===== src/rtl/left_shift_normalizer.sv =====
`default_nettype none
// ---- left_shift_normalizer: iterative leading-one normalizer, one left shift per cycle ----
// ---- rev 1.0 ---------------------------------------------------------------------------

module left_shift_normalizer #(
  parameter int WIDTH  = 48,
  parameter int FRAC_W = 23,
  parameter int EXP_W  = 8
) (
  input  logic              clk,
  input  logic              rst_n,
  input  logic              in_valid,
  output logic              in_ready,
  input  logic [WIDTH-1:0]  mant_in,
  input  logic [EXP_W-1:0]  exp_in,
  output logic              out_valid,
  input  logic              out_ready,
  output logic [FRAC_W-1:0] frac_out,
  output logic [EXP_W-1:0]  exp_out,
  output logic [7:0]        shift_amt,
  output logic              zero,
  output logic              subnormal
);

  typedef enum logic [1:0] {
    IDLE  = 2'd0,
    SHIFT = 2'd1,
    DONE  = 2'd2
  } state_t;

  state_t             state_q, state_d;
  logic [WIDTH-1:0]   work_q, work_d;
  logic [EXP_W-1:0]   e_q, e_d;
  logic [7:0]         cnt_q, cnt_d;
  logic               out_valid_q, out_valid_d;
  logic [FRAC_W-1:0]  frac_out_q, frac_out_d;
  logic [EXP_W-1:0]   exp_out_q, exp_out_d;
  logic [7:0]         shift_amt_q, shift_amt_d;
  logic               zero_q, zero_d;
  logic               subnormal_q, subnormal_d;

  always_comb begin
    state_d     = state_q;
    work_d      = work_q;
    e_d         = e_q;
    cnt_d       = cnt_q;
    out_valid_d = out_valid_q;
    frac_out_d  = frac_out_q;
    exp_out_d   = exp_out_q;
    shift_amt_d = shift_amt_q;
    zero_d      = zero_q;
    subnormal_d = subnormal_q;

    case (state_q)
      IDLE: begin
        if (in_valid) begin
          if (mant_in == '0) begin
            state_d     = DONE;
            out_valid_d = 1'b1;
            frac_out_d  = '0;
            exp_out_d   = '0;
            shift_amt_d = '0;
            zero_d      = 1'b1;
            subnormal_d = 1'b0;
          end else begin
            state_d = SHIFT;
            work_d  = mant_in;
            e_d     = exp_in;
            cnt_d   = '0;
          end
        end
      end
      SHIFT: begin
        // Leading-one check wins over the exponent floor when both hold.
        if (work_q[WIDTH-1]) begin
          state_d     = DONE;
          out_valid_d = 1'b1;
          frac_out_d  = work_q[WIDTH-2 -: FRAC_W];
          exp_out_d   = e_q;
          shift_amt_d = cnt_q;
          zero_d      = 1'b0;
          subnormal_d = 1'b0;
        end else if (e_q <= EXP_W'(1)) begin
          state_d     = DONE;
          out_valid_d = 1'b1;
          frac_out_d  = work_q[WIDTH-1 -: FRAC_W];
          exp_out_d   = '0;
          shift_amt_d = cnt_q;
          zero_d      = 1'b0;
          subnormal_d = 1'b1;
        end else begin
          work_d = {work_q[WIDTH-2:0], 1'b0};
          e_d    = e_q - EXP_W'(1);
          cnt_d  = cnt_q + 8'd1;
        end
      end
      DONE: begin
        if (out_ready) begin
          state_d     = IDLE;
          out_valid_d = 1'b0;
        end
      end
      default: state_d = IDLE;
    endcase
  end

  always_ff @(posedge clk or negedge rst_n) begin
    if (!rst_n) begin
      state_q     <= IDLE;
      work_q      <= '0;
      e_q         <= '0;
      cnt_q       <= '0;
      out_valid_q <= 1'b0;
      frac_out_q  <= '0;
      exp_out_q   <= '0;
      shift_amt_q <= '0;
      zero_q      <= 1'b0;
      subnormal_q <= 1'b0;
    end else begin
      state_q     <= state_d;
      work_q      <= work_d;
      e_q         <= e_d;
      cnt_q       <= cnt_d;
      out_valid_q <= out_valid_d;
      frac_out_q  <= frac_out_d;
      exp_out_q   <= exp_out_d;
      shift_amt_q <= shift_amt_d;
      zero_q      <= zero_d;
      subnormal_q <= subnormal_d;
    end
  end

  assign in_ready  = (state_q == IDLE);
  assign out_valid = out_valid_q;
  assign frac_out  = frac_out_q;
  assign exp_out   = exp_out_q;
  assign shift_amt = shift_amt_q;
  assign zero      = zero_q;
  assign subnormal = subnormal_q;

endmodule

`default_nettype wire


===== config.mk =====
export PLATFORM = sky130hd
export DESIGN_NAME = left_shift_normalizer
export DESIGN_NICKNAME = d
export VERILOG_FILES = /design/src/rtl/left_shift_normalizer.sv
export SDC_FILE = /design/constraint.sdc
export NUM_CORES = 1
export LEC_CHECK = 0
export CAP_MARGIN = 10
export CORE_MARGIN = 2
export CORE_UTILIZATION = 40
export CTS_CLUSTER_SIZE = 10
export DETAILED_ROUTE_END_ITERATION = 12
export SLEW_MARGIN = 20
export SYNTH_ARGS = -nofsm -noshare
export SYNTH_HDL_FRONTEND = slang
export SYNTH_SLANG_ARGS = --single-unit

===== constraint.sdc =====
create_clock -name clk -period 4.7 [get_ports clk]
set_input_delay 0.94 -clock clk [delete_from_list [all_inputs] [get_ports clk]]
set_output_delay 0.94 -clock clk [all_outputs]
set_load 0.01 [all_outputs]

==> results of run 1 <==
## power by group through the flow
stage	sequential (W)	combinational (W)	clock, W
6_report	0.00171	0.00225	0.000849
5_1_grt	0.00176	0.00245	0.000908
4_1_cts	0.00171	0.00227	0.000869
2_1_floorplan	0.00167	0.00168	0
3_5_place_dp	0.00171	0.00227	0
3_3_place_gp	0.00171	0.00222	0
## worst max-delay path, delay by kind of cell
kind | cells | cell delay, ps
mux | 1 | 400
buf+inv | 3 | 990
simple gates | 4 | 1660
## state kept, by name, indices dropped and copies added (netlist names)
| name | count |
|---|---|
| cnt_q | 8 |
| zero | 1 |
| frac_out | 23 |
| work_q | 48 |
| shift_amt | 8 |
| subnormal | 1 |
| e_q | 8 |
| exp_out | 8 |
| state_q | 2 |
| out_valid | 1 |
## area by class of cell
type | instances | area, µm² | area share, %
flip-flops and latches | 108 | 2703 | 39.94
multi-input cells | 272 | 2405 | 35.54
repair buffers | 109 | 1075 | 15.88
clock buffers | 11 | 232.7 | 3.439
well taps | 176 | 220.2 | 3.254
clock inverters | 5 | 100.1 | 1.479
inverters | 7 | 31.28 | 0.4623
## layout by cell type, fill, tap and decap left out, drive strengths merged, types with 2 or more instances in the layout
| master | count |
|---|---|
| clkinv | 2 |
| clkbuf | 11 |
| nor3b | 3 |
| a22oi | 2 |
| nand2b | 3 |
| a41oi | 2 |
| nand2 | 7 |
| a22o | 64 |
| nor3 | 5 |
| bufinv | 3 |
| nand4 | 3 |
| a21oi | 14 |
| buf | 8 |
| dfrtp | 108 |
| a31oi | 5 |
| nor2 | 14 |
| or3 | 2 |
| ha | 3 |
| o21ai | 11 |
| clkdlybuf4s50 | 101 |
| mux2 | 46 |
| and3 | 3 |
| o2bb2ai | 23 |
| o31ai | 3 |
| mux2i | 23 |
| nand3 | 4 |
| inv | 7 |
| o21a | 3 |
| o41ai | 6 |
| nor4 | 13 |
## cells by family after synthesis
logic type / Yosys count
AOI/OAI and AO/OA: 139
DFF: 108
muxes: 69
and+or+nand+nor: 61
buffers and inverters: 41
adders and majority gates: 3
## how the worst max path moves through the flow
stage / start / endpoint / slack [ps] / depth (start not counted)
after floorplan: mant_in[39] / work_q[10] / 2130 / 8
after global placement: mant_in[35] / work_q[17] / 670 / 8
after detailed placement: mant_in[35] / work_q[6] / 630 / 8
after CTS: mant_in[35] / work_q[6] / 990 / 8
after global routing: mant_in[35] / work_q[6] / 730 / 8
final: mant_in[35] / work_q[6] / 850 / 8
## per-layer routing
metal	wire (µm)	track usage, %	up-vias
met1	6471	28.10	1943
li1	-	-	1798
met5	0	0	-
met4	175	6.544	0
met2	6013	28.14	115
met3	555	2.329	12
## metrics by stage
step	total power (W)	util [%]	std cells	hold slack [ps]	cell area [µm²]
finish	0.004814	51.50	688	485.3	6766
global route	0.005117	51.50	688	509.5	6766
CTS	0.004850	51.48	688	494.0	6763
detailed placement	0.003979	48.94	672	472.4	6430
global placement	0.003925	48.94	672	471.0	6430
floorplan	0.003351	-	421	451.2	5339
==> flow_summary.toml, run 1 <==
[logic_synthesis]
synth.top_cells.by_area = "dfrtp_1 (51%), mux2_4 (12%), a22o_1 (10%), mux2i_1 (4.3%), o2bb2ai_1 (3.8%)"
synthAdderAreaFrac_pct = 0.7031
synth_cell_types = 46
synth_area_mm2 = 0.005339
synthesis.nets = 484
synth_most_common_cell = "dfrtp_1"
synthFlopType = "dfrtp_1"
yosysTopAreaCellShare_pct = 50.62
postSynthCellCount = 421
ys.warnings.count = 0
async_flop_share_pct = 100.0
ys_top_cells_by_count = "dfrtp_1 (108), a22o_1 (64), mux2_4 (41)"
synth_edf_count = 0
synth_xor_area_share_pct = 0
synthMuxAreaShare_pct = 16.90
ys_seq_area_share_pct = 50.62
ys_ff_latch = 108
synth_area_per_cell_um2 = 12.68
synth_compound_area_share_pct = 20.79
synth-simple-area-share_pct = 6.398
synth_top_family_by_area = "compound AO/OA/AOI/OAI gates"
yosysTopAreaCell = "dfrtp_1"

[setup_path]
cp.arrival_ps = 4080
path_max_fanout = 55
rrSetupSlack_ps = 1500
setup.worst_path.end_class = "register"
max_stage_delay_ps = 650
path_cells = "clkdlybuf4s50_1 > nor4_1 > nand4_1 > nor4_2 > buf_4 > or3_1 > inv_6 > mux2_4"
critPathKind = "in -> reg"
reg2reg_depth = 8
cp-start-kind = "primary input"
cp.required_ps = 4930
r2r_start = "e_q[0]"
cp_slowest_cell = "nor4_1"
r2r_end = "work_q[34]"

[clock_network]
htree_num_levels = 3
root_buffer = "clkbuf_16"
post_cts_resized = 0
cts_hold_buf = 0
cts_sinks = 108
cts_made_buffers = 9
cts_tree = "built"
clkLatencyLatePin_ps = 340
clockBufferDepth = 2
cts_setup_buffers = 0
clk_pin_slew_ps = 70

[min_path]
min_path_type = "reg -> reg"
min_to = "frac_out[3]"
min-delay-start = "frac_out[3]"
hold_depth = 1

[flow_run]
maxCapViolCount = 0

[routing]
drt_wl_total_mm = 13.22
avgRoutedWirePerCell_um = 19.21
via_per_inst = 5.622
drt_iter0_markers = 232
vias = 3868
ant_nets = 0
drt_first_pass_iters = 5
drcViolationCount = 0

[cells_and_area]
nFillCells = 1161
drive_gt1_share_pct = 14.84
nets = 570
area_delta_synth_final_pct = 26.74
n_antenna_cell = 0

[floorplan]
rows = 42
core-area_mm2 = 0.01314
dieArea_mm2 = 0.01429
die_w_um = 119.5
start_util_pct = 40.64
num_io_pins = 103
die_y_um = 119.5

[grt]
gr-total-overflow = 0
grtUsageTotal_pct = 18.76
grt_max_degree = 80
antenna_found_initial = 0
grt_pass1_wl_mm = 21.25
grt_pass1_vias = 3808

[power_and_ir_drop]
pwr-share-clk_pct = 17.6
leakagePower_nw = 2.966
worst_ir_drop_vdd_mv = 0.2962
switching_share_pct = 35.98
internal_power_w = 0.003082
p_comb_share_pct = 46.8
p_per_area_mw_per_mm2 = 711.4
power_switching_w = 0.001732
seqPwrFrac_pct = 35.5

[placement]
post-place-ws_ps = 630.4
portBuffers = 102
routabilityCongestion = 0.8009
dp_hpwl_mm = 8.698

[sta]
clock_skew_ps = 6.489
fmax_ghz = 0.2599
tns_ps = 0
setup_viol = 0
relSlewSlack_pct = 28.95
slew_viol_final = 0
report.final.hold_viol_count = 0
period_share_pct = 81.85
rsz0062_at_grt = "no"
fin_ws_ps = 853.1
period_minus_slack_ps = 3847
tightest_slew_ps = 1066

[outcome]
outcome = "finished clean"
(Power assumes the default switching activity.)
==> run 2: changes to the inputs <==
Settings changed: PLACE_DENSITY from default to 0.67.
Clock period 4.7 ns to 3.3 ns, I/O delays scaled along.
==> run 2 against run 1 <==
Total power is 43% higher. Clock skew is 1.4 ps higher. Global-route usage is 0.21 points lower. Sequential power is 43% higher. Clock power is 44% higher. Worst hold slack worse by 160 ps. Register-to-register slack worse by 1200 ps. Die area stayed put. Via count is 0.96% higher. Non-clock buffer count is 4 higher.
==> flow_summary.toml, run 2 (synthesis results as in run 1) <==
[outcome]
outcome = "finished clean"

[clock_network]
cts_sinks = 108
post_cts_resized = 0
cts_hold_buf = 0
clkLatencyLatePin_ps = 350
clockBufferDepth = 2
htree_num_levels = 3
cts_made_buffers = 9
cts_tree = "built"
clk_pin_slew_ps = 70
cts_setup_buffers = 0
root_buffer = "clkbuf_16"

[routing]
wl_met1_mm = 6.086
vias = 3905
wl_met2_mm = 6.215
drcViolationCount = 0
drt_iter0_markers = 328
drt_wl_total_mm = 13.04
dr_wl_met3_um = 495
via_per_inst = 5.651
ant_nets = 0
avgRoutedWirePerCell_um = 18.88
highest_layer = "met4"
drt_first_pass_iters = 4

[floorplan]
rows = 42
start_util_pct = 40.64
num_io_pins = 103
die_w_um = 119.5
dieArea_mm2 = 0.01429
core-area_mm2 = 0.01314
die_y_um = 119.5

[power_and_ir_drop]
p_per_area_mw_per_mm2 = 1011
leakagePower_nw = 2.986
power_w = 0.006887
worst_ir_drop_vdd_mv = 0.3609

[sta]
relSlewSlack_pct = 47.42
period_minus_slack_ps = 3043
slew_viol_final = 0
setup_viol = 0
tns_ps = 0
tightest_slew_ps = 787.8
report.final.hold_viol_count = 0
rsz0062_at_grt = "no"
clock_skew_ps = 7.870
period_share_pct = 92.21
fmax_ghz = 0.3286

[setup_path]
critPathBufInv = 2
reg2reg_depth = 8
setup.worst_path.end_class = "register"
path_delay_family = "simple AND/OR/NAND/NOR gates"
startpoint = "e_q[0]"
r2r_start = "e_q[0]"
cp_slowest_cell = "inv_6"
path_cells = "inv_1 > ha_1 > or2_1 > a31oi_2 > nor2_2 > or3_1 > inv_6 > mux2_2"
cp.arrival_ps = 3270
rrSetupSlack_ps = 260
cp.depth = 8
r2r_end = "work_q[33]"
path_max_fanout = 55
cp.required_ps = 3530
cp-endpoint = "work_q[33]"
critPathKind = "reg -> reg"
cp-start-kind = "register"
max_stage_delay_ps = 520

[cells_and_area]
area_delta_synth_final_pct = 27.61
regMostFlops = "work_q"
layout_commonest_cell = "dfrtp_1"
final_cell_mix = "dfrtp_1 (108), clkdlybuf4s50_1 (101), a22o_1 (64), mux2_4 (41)"
largest_reg_flops = 48
n_antenna_cell = 0
nets = 574
final_cells = 691
drive_gt1_share_pct = 15.53

[placement]
dp_cells = 676
portBuffers = 102
routabilityCongestion = 0.7726
dp_hpwl_mm = 8.810

[grt]
antenna_found_initial = 0
grt_pass1_vias = 3852
grtUsageTotal_pct = 18.55
grt_max_degree = 64
gr-total-overflow = 0
grt_pass1_wl_mm = 20.94

[flow_run]
maxCapViolCount = 0

[min_path]
min_path_type = "in -> async"
-- run 2: changes by cell type in the layout (fill, tap and decap cells not counted), sizes merged --
cell      delta
clkinv       -2
clkinvlp     +1
buf          +4
-- run 2: metal layers --
layer | vias up | global-route usage [%]
met5 | - | 0
met4 | 0 | 7.500
met3 | 20 | 2.662
met2 | 101 | 27.93
met1 | 1973 | 27.03
li1 | 1811 | -
-- run 2: worst min path at each step --
stage,depth (start not counted),endpoint,from
after global placement,1,cnt_q[7],cnt_q[7]
after floorplan,0,cnt_q[0],rst_n
after CTS,1,exp_out[3],rst_n
after detailed placement,1,frac_out[18],frac_out[18]
after global routing,1,exp_out[3],rst_n
final,1,exp_out[3],rst_n
-- run 2: power by group --
part           switching [W]  internal [W]  leakage, nW
Clock               0.000466      0.000759        0.162
Combinational        0.00147       0.00176         1.46
Sequential          0.000522       0.00192         1.37
-- run 2: cell type report --
cell class	count	area, µm²
Fill cell	1136	6325
Sequential cell	108	2703
Multi-Input combinational cell	272	2405
Timing Repair Buffer	113	1114
Clock buffer	11	242.7
Tap cell	176	220.2
Clock inverter	4	97.59
Inverter	7	31.28
-- run 2: worst register-to-register path, stage by stage (launching register included) --
cell and delay (ps):
dfrtp_1 440, inv_1 100, ha_1 280, or2_1 320
a31oi_2 190, nor2_2 190, or3_1 480, inv_6 520
mux2_2 420
-- run 2: through the flow --
stage / hold WS, ps / utilization, % / cell area (µm²) / setup WS, ps
2_1_floorplan: 364.4 / - / 5339 / 905.9
3_3_place_gp: 472.3 / 49.27 / 6472 / 252.5
3_5_place_dp: 472.7 / 49.27 / 6472 / 208.9
4_1_cts: 347.9 / 51.86 / 6813 / 264.5
5_1_grt: 373.0 / 51.86 / 6813 / 115.9
6_report: 328.9 / 51.86 / 6813 / 257.1
